File: src/rtl/vga_ram_scroll_arbiter.sv
// Port-A arbiter for the VGA text RAM: CPU pass-through plus a scroll/clear engine.
// Define VGA_ARB_FAIRNESS_EN to let a starved engine force one cycle every STARVE_LIMIT+1.
module vga_ram_scroll_arbiter #(
  parameter int unsigned ADDR_W       = 11,
  parameter int unsigned BASE_ADDR    = 0,
  parameter int unsigned ROW_WORDS    = 20,
  parameter int unsigned ROWS         = 30,
  parameter int unsigned STARVE_LIMIT = 8
) (
  input  logic              clk,
  input  logic              rst,
  input  logic              cpu_en,
  input  logic [3:0]        cpu_we,
  input  logic [ADDR_W-1:0] cpu_addr,
  input  logic [31:0]       cpu_wdata,
  output logic [31:0]       cpu_rdata,
  output logic              cpu_stall,
  input  logic              cmd_valid,
  input  logic              cmd_op,
  input  logic [31:0]       cmd_fill,
  output logic              cmd_ready,
  output logic              busy,
  output logic              done,
  output logic              ram_en,
  output logic [3:0]        ram_we,
  output logic [ADDR_W-1:0] ram_addr,
  output logic [31:0]       ram_wdata,
  input  logic [31:0]       ram_rdata
);

  if (ROWS < 1 || ROW_WORDS < 1 || STARVE_LIMIT < 1 ||
      BASE_ADDR + ROWS * ROW_WORDS > (1 << ADDR_W)) begin : g_bad_cfg
    $error("vga_ram_scroll_arbiter: text area does not fit the RAM");
  end

  typedef enum logic [2:0] {IDLE, RD, CAP, WR, FILL} state_t;

  localparam logic [ADDR_W-1:0] BASE     = ADDR_W'(BASE_ADDR);
  localparam logic [ADDR_W-1:0] ROW_OFS  = ADDR_W'(ROW_WORDS);
  localparam logic [ADDR_W-1:0] COPY_END = ADDR_W'((ROWS - 1) * ROW_WORDS);
  localparam logic [ADDR_W-1:0] FILL_END = ADDR_W'(ROWS * ROW_WORDS);

  state_t            state, state_nxt;
  logic [ADDR_W-1:0] i, i_nxt, i_inc;
  logic [31:0]       fill_q, hold_q;
  logic              op_q;
  logic              done_nxt;
  logic              accept, need, grant, force_eng;

  assign busy      = (state != IDLE);
  assign cmd_ready = ~busy;
  assign accept    = cmd_valid & cmd_ready;
  assign need      = (state == RD) || (state == WR) || (state == FILL);
  assign grant     = need & (~cpu_en | force_eng);
  assign cpu_stall = force_eng;
  assign cpu_rdata = ram_rdata;
  assign i_inc     = i + ADDR_W'(1);

`ifdef VGA_ARB_FAIRNESS_EN
  localparam int unsigned CNT_W = $clog2(STARVE_LIMIT + 1);
  logic [CNT_W-1:0] starve_cnt;

  assign force_eng = need & cpu_en & (starve_cnt == CNT_W'(STARVE_LIMIT));

  always_ff @(posedge clk or posedge rst) begin
    if (rst)                starve_cnt <= '0;
    else if (grant | ~need) starve_cnt <= '0;
    else                    starve_cnt <= starve_cnt + CNT_W'(1);
  end
`else
  assign force_eng = 1'b0;
`endif

  always_ff @(posedge clk or posedge rst) begin
    if (rst) state <= IDLE;
    else     state <= state_nxt;
  end

  // An ungranted port state falls through with every register unchanged.
  always_comb begin
    state_nxt = state;
    i_nxt     = i;
    done_nxt  = 1'b0;
    unique case (state)
      IDLE: if (accept) begin
        i_nxt     = '0;
        state_nxt = (!cmd_op && ROWS > 1) ? RD : FILL;
      end
      RD:   if (grant) state_nxt = CAP;
      CAP:  state_nxt = WR;
      WR:   if (grant) begin
        i_nxt     = i_inc;
        state_nxt = (op_q || i_inc == COPY_END) ? FILL : RD;
      end
      FILL: if (grant) begin
        i_nxt = i_inc;
        if (i_inc == FILL_END) begin
          state_nxt = IDLE;
          done_nxt  = 1'b1;
        end
      end
      default: state_nxt = IDLE;
    endcase
  end

  always_comb begin
    ram_en    = cpu_en;
    ram_we    = cpu_we;
    ram_addr  = cpu_addr;
    ram_wdata = cpu_wdata;
    if (grant) begin
      ram_en    = 1'b1;
      ram_we    = '1;
      ram_addr  = BASE + i;
      ram_wdata = fill_q;
      if (state == RD) begin
        ram_we   = '0;
        ram_addr = BASE + i + ROW_OFS;
      end else if (state == WR) begin
        ram_wdata = hold_q;
      end
    end
  end

  // hold_q is taken in CAP so a CPU access right after the engine read cannot disturb it.
  always_ff @(posedge clk or posedge rst) begin
    if (rst) begin
      done   <= 1'b0;
      i      <= '0;
      fill_q <= '0;
      op_q   <= 1'b0;
      hold_q <= '0;
    end else begin
      done <= done_nxt;
      i    <= i_nxt;
      if (accept) begin
        fill_q <= cmd_fill;
        op_q   <= cmd_op;
      end
      if (state == CAP) hold_q <= ram_rdata;
    end
  end

endmodule

File: config.mk
export PLATFORM = sky130hd
export DESIGN_NAME = vga_ram_scroll_arbiter
export DESIGN_NICKNAME = d
export VERILOG_FILES = /design/src/rtl/vga_ram_scroll_arbiter.sv
export SDC_FILE = /design/constraint.sdc
export NUM_CORES = 1
export LEC_CHECK = 0
export BUFFER_PORTS_ARGS = -buffer_cell sky130_fd_sc_hd__buf_4
export CAP_MARGIN = 25
export CORE_AREA = 2 2 140 128
export DETAILED_ROUTE_END_ITERATION = 7
export DIE_AREA = 0 0 142 130
export GPL_TIMING_DRIVEN = 0
export SYNTH_ARGS = -nofsm -noshare
export SYNTH_HDL_FRONTEND = slang
export SYNTH_SLANG_ARGS = --single-unit
File: constraint.sdc
create_clock -name clk -period 2.88 [get_ports clk]
set_input_delay 0.864 -clock clk [delete_from_list [all_inputs] [get_ports clk]]
set_output_delay 0.864 -clock clk [all_outputs]
set_load 0.03 [all_outputs]
### Word level (Yosys, flattened, before mapping)

Cells that the tools add are included.

| storage, ports and cells | value |
|---|---|
| input bits | 116 |
| flip-flop bits (word level) | 80 |

| cells by class | value |
|---|---|
| reductions and logical operators | 9 |
| add/subtract/negate cells | 2 |
| bitwise operators | 4 |
| equality and inequality tests | 12 |
| muxes and demuxes | 22 |

Operators with widths:

| cell | number |
|---|---|
| $mux 32 | 3 |
| $mux 11 | 4 |
| $eq 11x10->1 const B | 2 |
| $pmux 11 s2 | 1 |
| $mux 3 | 7 |
| $pmux 3 s5 | 1 |
| $add 11x1->11 const B | 1 |
| $add 11x5->11 const B | 1 |
| $mux 4 | 2 |
| $ne 2x2->1 const B | 4 |
| $eq 3x2->1 const B | 2 |
| $reduce_and 5->1 | 1 |
| $mux 1 | 4 |
| $ne 2x1->1 const B | 2 |
| $eq 3x1->1 const B | 1 |
| $eq 3x3->1 const B | 1 |
| $logic_not 3->1 | 1 |
| $logic_or 1x1->1 | 3 |
| $reduce_and 3->1 | 1 |
| $reduce_bool 3->1 | 1 |
| $and 1x1->1 | 2 |
| $not 1->1 | 2 |
| $reduce_bool 2->1 | 1 |
| $reduce_or 2->1 | 1 |

### Depth between registers and ports, before layout

Gate-level depths: netlist of run 1.

| depth | value |
|---|---|
| word-level depth | 6 |
| depth in mapped cells | 9 |
| mapped depth without buffers | 7 |

### Worst setup path before layout of run 1

Ideal clock, no wire load.

| path | value |
|---|---|
| path kind | reg-to-output |
| start | register state[0] |
| end | output port ram_wdata[19] |
| path buffers | 3 |
| path slack | 0.039 ns |
| data required time | 2.016 ns |
| stages on the path, launching flop included | 9 |
| arrival time | 1.977 ns |
| cell sequence | dfrtp_1 -> buf_2 -> nor2_1 -> a21oi_1 -> nor2_1 -> buf_2 -> buf_2 -> nor2_1 -> a21oi_1 |

| between the ends | value |
|---|---|
| cells in the longest elaborated chain, start to end | 5 |
| elaborated cells on any way between the ends | 9 |
| classes of those cells | 3 x eq/ne; 3 x mux; 1 x bitwise; 2 x reduce/logical |

RTL lines:

| what | line | source |
|---|---|---|
| start: declaration | 43 | `state_t state, state_nxt;` |
| start signal: assignment | 76 | `else state <= state_nxt;` |
| $eq 3x1->1 / $eq 3x2->1 (equally long branches) | 53, 116, 119 |  |
| $logic_or 1x1->1 (2 in series) | 53 | `assign need = (state == RD) \|\| (state == WR) \|\| (state == FILL);` |
| $and 1x1->1 | 54 | `assign grant = need & (~cpu_en \| force_eng);` |
| $mux 32 (*) | 111 | `if (grant) begin` |
| end: declaration | 27 | `output logic [31:0] ram_wdata,` |

Every way passes the cells marked *; elsewhere a longest branch is shown, timed or not.

### Final worst setup path of run 1

| path | value |
|---|---|
| start | register state[0] |
| end | output port ram_wdata[1] |

Same word-level chain as after synthesis.

==> metrics.csv, run 1 <==
metric;value;unit
drv_slew;0;
cts.path.max_buffers;2;
hold_viol_final;0;
clk_latency;0.34;ns
syn_area_per_cell;10.2;sq um
fp.dieArea;0.0185;sq mm
relSlewSlack;34.6;%
cts.sinks;80;
grt_max_degree;39;
path_clk_slew;0.06;ns
max_freq;351;MHz
syn-instance-count;460;
port_buffers;198;
synth_warnings;0;
num_vias;4181;
worstPathMaxFanout;10;
fin_worst_hold_slack;0.451;ns
ir_drop;393;uV
ys_async_sr_fraction;100;%
initial_core_util;27.2;%
fin_area;0.00722;sq mm
worst_pin_slew;0.979;ns
fill_cells;1715;
drcViolationCount;0;
required;2.02;ns
drive_above_1_share;57.1;%
cts-hold-fix-buffers;0;
layout.nets;803;
cp-end-kind;primary output;
ant_nets;0;
grt_setup_unrepaired;yes;
diodes;0;
power.density;995;mW/mm^2
syn_to_final_growth;54.4;%
yosysTopAreaCell;dfrtp_1;
cts.htree.levels;3;
ys_seq_elements;80;
fp-row-count;46;
maxCapViolCount;0;
netlist_area;0.00468;sq mm
fin_crit_sh;98.8;%
setup_tns;0;ns
final_util;42.0;%
routed_wl;14000;um
startpoint_type;flip-flop;
cts_tree;built;
finClkSkew;0.00624;ns
p_leak;3.51;nW
yosysSeqAreaShare;42.8;%
die_y;130;um
worstHoldPathType;in -> async;
pin_count;200;
antenna_found_initial;0;
place_area;0.00648;sq mm
arrival;1.98;ns
setup_viol;0;
avgRoutedWirePerCell;15.4;um
synth_cell_types;49;
firstDrtPassIters;4;
synth_ff_type;dfrtp_1;
place.gp.congestion;0.851;
syn_nets;578;
grt_use_total;15.1;%
status;completed;
first_global_vias;4130;
grt_pass1_wl;21500;um
cts_root_buffer;clkbuf_16;
synth_top_area_share;42.8;%
core;0.0172;sq mm
p_total;7.18;mW
period_minus_slack;2.85;ns
drt_iter0_markers;174;
yosys-top-cells-area;dfrtp_1 (43%), mux2_2 (16%), mux2i_1 (6.8%), buf_4 (5.5%), a21oi_1 (5.2%);
cts_buffers;9;
synth-edff-count;0;
die_width;142;um
dpl.hpwl;10300;um
grt_overflow;0;
criticalPathCategory;reg -> out;
via_per_inst;4.61;
==> metal layers <==
metal,up-vias,track usage (%),part of all wire [%]
met2,158,24.0,45
met3,17,3.01,5.6
li1,2034,-,-
met4,0,5.47,1.9
met5,-,0,0
met1,1972,20.4,48
==> final cells by class <==
type / count / area (sq um) / share of cell area (%)
Clock buffer: 11 / 233 / 3.22
Timing Repair Buffer: 216 / 1680 / 23.3
Multi-Input combinational cell: 310 / 2390 / 33.1
Tap cell: 216 / 270 / 3.74
Inverter: 5 / 22.5 / 0.312
Buffer: 63 / 514 / 7.12
Clock inverter: 5 / 105 / 1.46
Sequential cell: 80 / 2000 / 27.8
==> where the power goes <==
group          switching, mW  internal, mW
clock network          0.459         0.848
logic                   2.08          1.87
registers              0.281          1.64
total                   2.82          4.36
==> worst paths after layout <==
| check | start | end | slack [ns] | cells after the start |
|---|---|---|---|---|
| worst max-delay path | state[0] | ram_wdata[1] | 0.03 | 9 |
| worst min-delay path | rst | done | 0.45 | 2 |
| worst max register to register | state[2] | hold_q[27] | 0.29 | 5 |
| worst min register to register | hold_q[26] | hold_q[26] | 0.50 | 1 |
| max in group asynchronous | rst | fill_q[14] | 1.71 | 4 |
| min in group clk | hold_q[26] | hold_q[26] | 0.50 | 1 |
==> state kept, by name, summed over array words and instances, names as in the netlist <==
name,count
state,3
done,1
op_q,1
fill_q,32
i,11
hold_q,32
==> cells by family (layout without fill, tap and decap cells) <==
family	after synthesis	count (layout)	synth area share [%]
AND/OR/NAND/NOR	108	108	10.8
XOR/XNOR	12	12	2.25
buffers and inverters	70	300	9.02
multiplexers	98	98	22.7
flip-flops	80	80	42.8
AO/OA/AOI/OAI	89	89	11.8
adder cells (fa/ha/maj)	2	2	0.535
other	1	1	0.0802
==> metrics by stage <==
stage               worst slack (ns)  instances
floorplan                     0.0387        460
global placement              -0.546        874
detailed placement            -0.581        876
CTS                          -0.0421        894
global route                 -0.0991        906
finish                        0.0347        906
==> cells in the final DEF (no fill, tap or decap), types with 7 or more instances in the layout <==
master,n
a21oi_1,32
mux2i_1,32
a21oi_2,16
nor2_1,48
buf_6,10
dfrtp_1,78
xnor2_1,7
o21ai_0,16
nand2_1,20
clkbuf_16,10
buf_4,246
mux2_2,66
==> what timing repair did <==
item                                    4_1_cts  5_1_grt
cloned                                        1        1
gates resized for setup                      46       40
buffers inserted                              3       11
pin swaps                                     5       10
endpoints found under the setup margin       47       47
==> Yosys cell counts, types with 3 or more instances <==
library cell	instances
o21ai_0	16
xnor2_1	7
xor2_1	5
dfrtp_1	80
a21oi_1	49
o21ai_1	3
nor3_1	3
mux2_2	66
nand3_1	6
clkbuf_1	7
buf_4	34
nand2b_1	4
o31ai_1	3
nand4_1	3
buf_1	9
nand2_1	20
nor2_1	56
buf_2	13
a31oi_1	3
inv_1	5
mux2i_1	32
==> critical path, stage by stage, from the launching register on <==
cell     delay (ns)
dfrtp_1        0.39
buf_6          0.14
nor2b_4        0.13
a21oi_4        0.15
nor2_4         0.06
buf_12         0.13
buf_6          0.14
buf_8          0.15
a21oi_1        0.15
buf_4          0.18
Note: power is estimated with default switching activity, not from simulation.
==> run 2: changes to the inputs <==
==> constraint.sdc (replaced) <==
create_clock -name clk -period 2.88 [get_ports clk]
set_input_delay 0.432 -clock clk [delete_from_list [all_inputs] [get_ports clk]]
set_output_delay 0.432 -clock clk [all_outputs]
set_load 0.03 [all_outputs]
==> run 2 against run 1 <==
Combinational power down 12%. First-iteration DRC count shrank 34%. Non-clock buffer count shrank 15. Critical path type unchanged. Highest routed layer unchanged.
==> metrics.csv, run 2 (synthesis gave the netlist of run 1 again) <==
metric;value;unit;change
status;completed;;
path_clk_slew;0.06;ns;about the same
die_y;130;um;unchanged
clk_latency;0.34;ns;about the same
r2r_end;op_q;;
setup_tns;0;ns;unchanged
worst-r2r-cell-count;7;;+2
post-cts-setup-buffers;0;;-3
r2r_setup_slack;0.52;ns;+0.23 ns
critPathSlowestCell;dfrtp_1;;
diodes;0;;unchanged
startpoint_type;flip-flop;;
first_global_vias;3923;;-5.0%
final_util;39.8;%;-2.2 points
drv_slew;0;;unchanged
firstDrtPassIters;4;;unchanged
maxCapViolCount;0;;unchanged
grt_pass1_wl;20700;um;-3.8%
grt_overflow;0;;unchanged
crit_chain;clkbuf_4 -> nor2b_2 -> a21oi_2 -> nor2_2 -> buf_4 -> buf_2 -> a21oi_1 -> buf_4;;
worstHoldPathType;in -> async;;
cts-hold-fix-buffers;0;;unchanged
avgRoutedWirePerCell;15.0;um;-2.6%
ant_nets;0;;unchanged
arrival;2.21;ns;+0.23 ns
fin_worst_hold_slack;0.0580;ns;-0.393 ns
fp.dieArea;0.0185;sq mm;unchanged
grt_use_total;14.6;%;-0.50 points
drive_above_1_share;52.4;%;-4.7 points
hold_viol_final;0;;unchanged
die_width;142;um;unchanged
cts.htree.levels;3;;unchanged
reg_top3;fill_q x32, hold_q x32, i x11;;
slowest_delay;0.37;ns;-0.02 ns
fp-row-count;46;;unchanged
grt_setup_unrepaired;no;;
dp_cells;875;;-0.11%
worstPathMaxFanout;10;;unchanged
instances_no_fill;890;;-1.8%
worst_path_most_repeated_cell;buf_4;;
syn_to_final_growth;46.3;%;
port_buffers;198;;unchanged
criticalPathCategory;reg -> out;;
core;0.0172;sq mm;unchanged
cts.sinks;80;;unchanged
num_vias;4026;;-3.7%
ir_drop;325;uV;-17%
required;2.45;ns;+0.43 ns
period_minus_slack;2.64;ns;-0.201 ns
layout_commonest_cell;buf_4;;
initial_core_util;27.2;%;unchanged
dpl.hpwl;10100;um;-1.5%
worst_pin_slew;0.770;ns;-0.209 ns
cp-end-kind;primary output;;
finClkSkew;0.00767;ns;+0.00143 ns
p_leak;3.39;nW;-3.4%
pin_count;200;;unchanged
relSlewSlack;48.7;%;+14 points
cts_buffers;9;;unchanged
place.gp.congestion;0.820;;-3.7%
reg2reg_from;i[2];;
drt_iter0_markers;114;;-34%
max_freq;378;MHz;+7.6%
grt_max_degree;59;;+51%
cts_root_buffer;clkbuf_16;;
antenna_found_initial;0;;unchanged
cts_tree;built;;
power.density;975;mW/mm^2;-1.9%
fin_crit_sh;91.8;%;-7.0 points
cts.path.max_buffers;2;;unchanged
mostFrequentLayoutCells;buf_4 (233), dfrtp_1 (80), mux2_2 (66);;
setup_viol;0;;unchanged
routed_wl;13400;um;-4.3%
layout.nets;788;;-1.9%
via_per_inst;4.52;;-2.0%
drcViolationCount;0;;unchanged
## run 2: power by group
group	internal, mW	switching (mW)
logic	1.56	1.91
clock network	0.840	0.453
registers	1.64	0.271
total	4.04	2.64
## run 2: worst max-delay path by stage
stage,from,end,slack [ns],depth (start not counted)
after floorplan,state[1],state[0],0.35,6
after global placement,rst,hold_q[3],-0.80,2
after detailed placement,state[0],ram_wdata[6],-0.06,8
after CTS,state[1],ram_wdata[30],0.003,7
after global routing,state[2],ram_we[3],0.008,7
final,state[0],ram_wdata[16],0.24,8
## run 2: stage by stage
stage	total power [mW]	setup slack, ns	area (sq um)
after floorplan	4.23	0.347	4680
final	6.67	0.236	6840
after detailed placement	5.39	-0.0609	6460
after global placement	5.35	-0.799	6430
after global routing	7.14	0.00801	6840
after CTS	6.74	0.00294	6810
## run 2: routing by layer
layer	track usage, %	share of wire, %
met4	3.71	0.95
met2	23.5	45
met5	0	0
met1	19.0	47
met3	4.66	7.1
## run 2: what timing repair did
| item | in CTS | in global routing |
|---|---|---|
| endpoints found under the setup margin | 47 | 46 |
| resized for setup | 8 | 13 |
| pin swaps | 0 | 0 |
| cloned | 0 | 0 |
## run 2: critical path, delay by kind of cell (launching register included)
| family | cells | cell delay [ns] |
|---|---|---|
| flops | 1 | 0.37 |
| buf+inv | 4 | 0.80 |
| compound gates | 2 | 0.44 |
| simple gates | 2 | 0.27 |
## run 2: cell type report
class / instances / area [sq um]
plain buffers: 64 / 418
inverters: 5 / 21.3
repair buffers: 200 / 1520
clock inverters: 6 / 109
flip-flops and latches: 80 / 2000
well taps: 216 / 270
clock buffers: 9 / 225
fillers: 1745 / 10400
multi-input cells: 310 / 2270
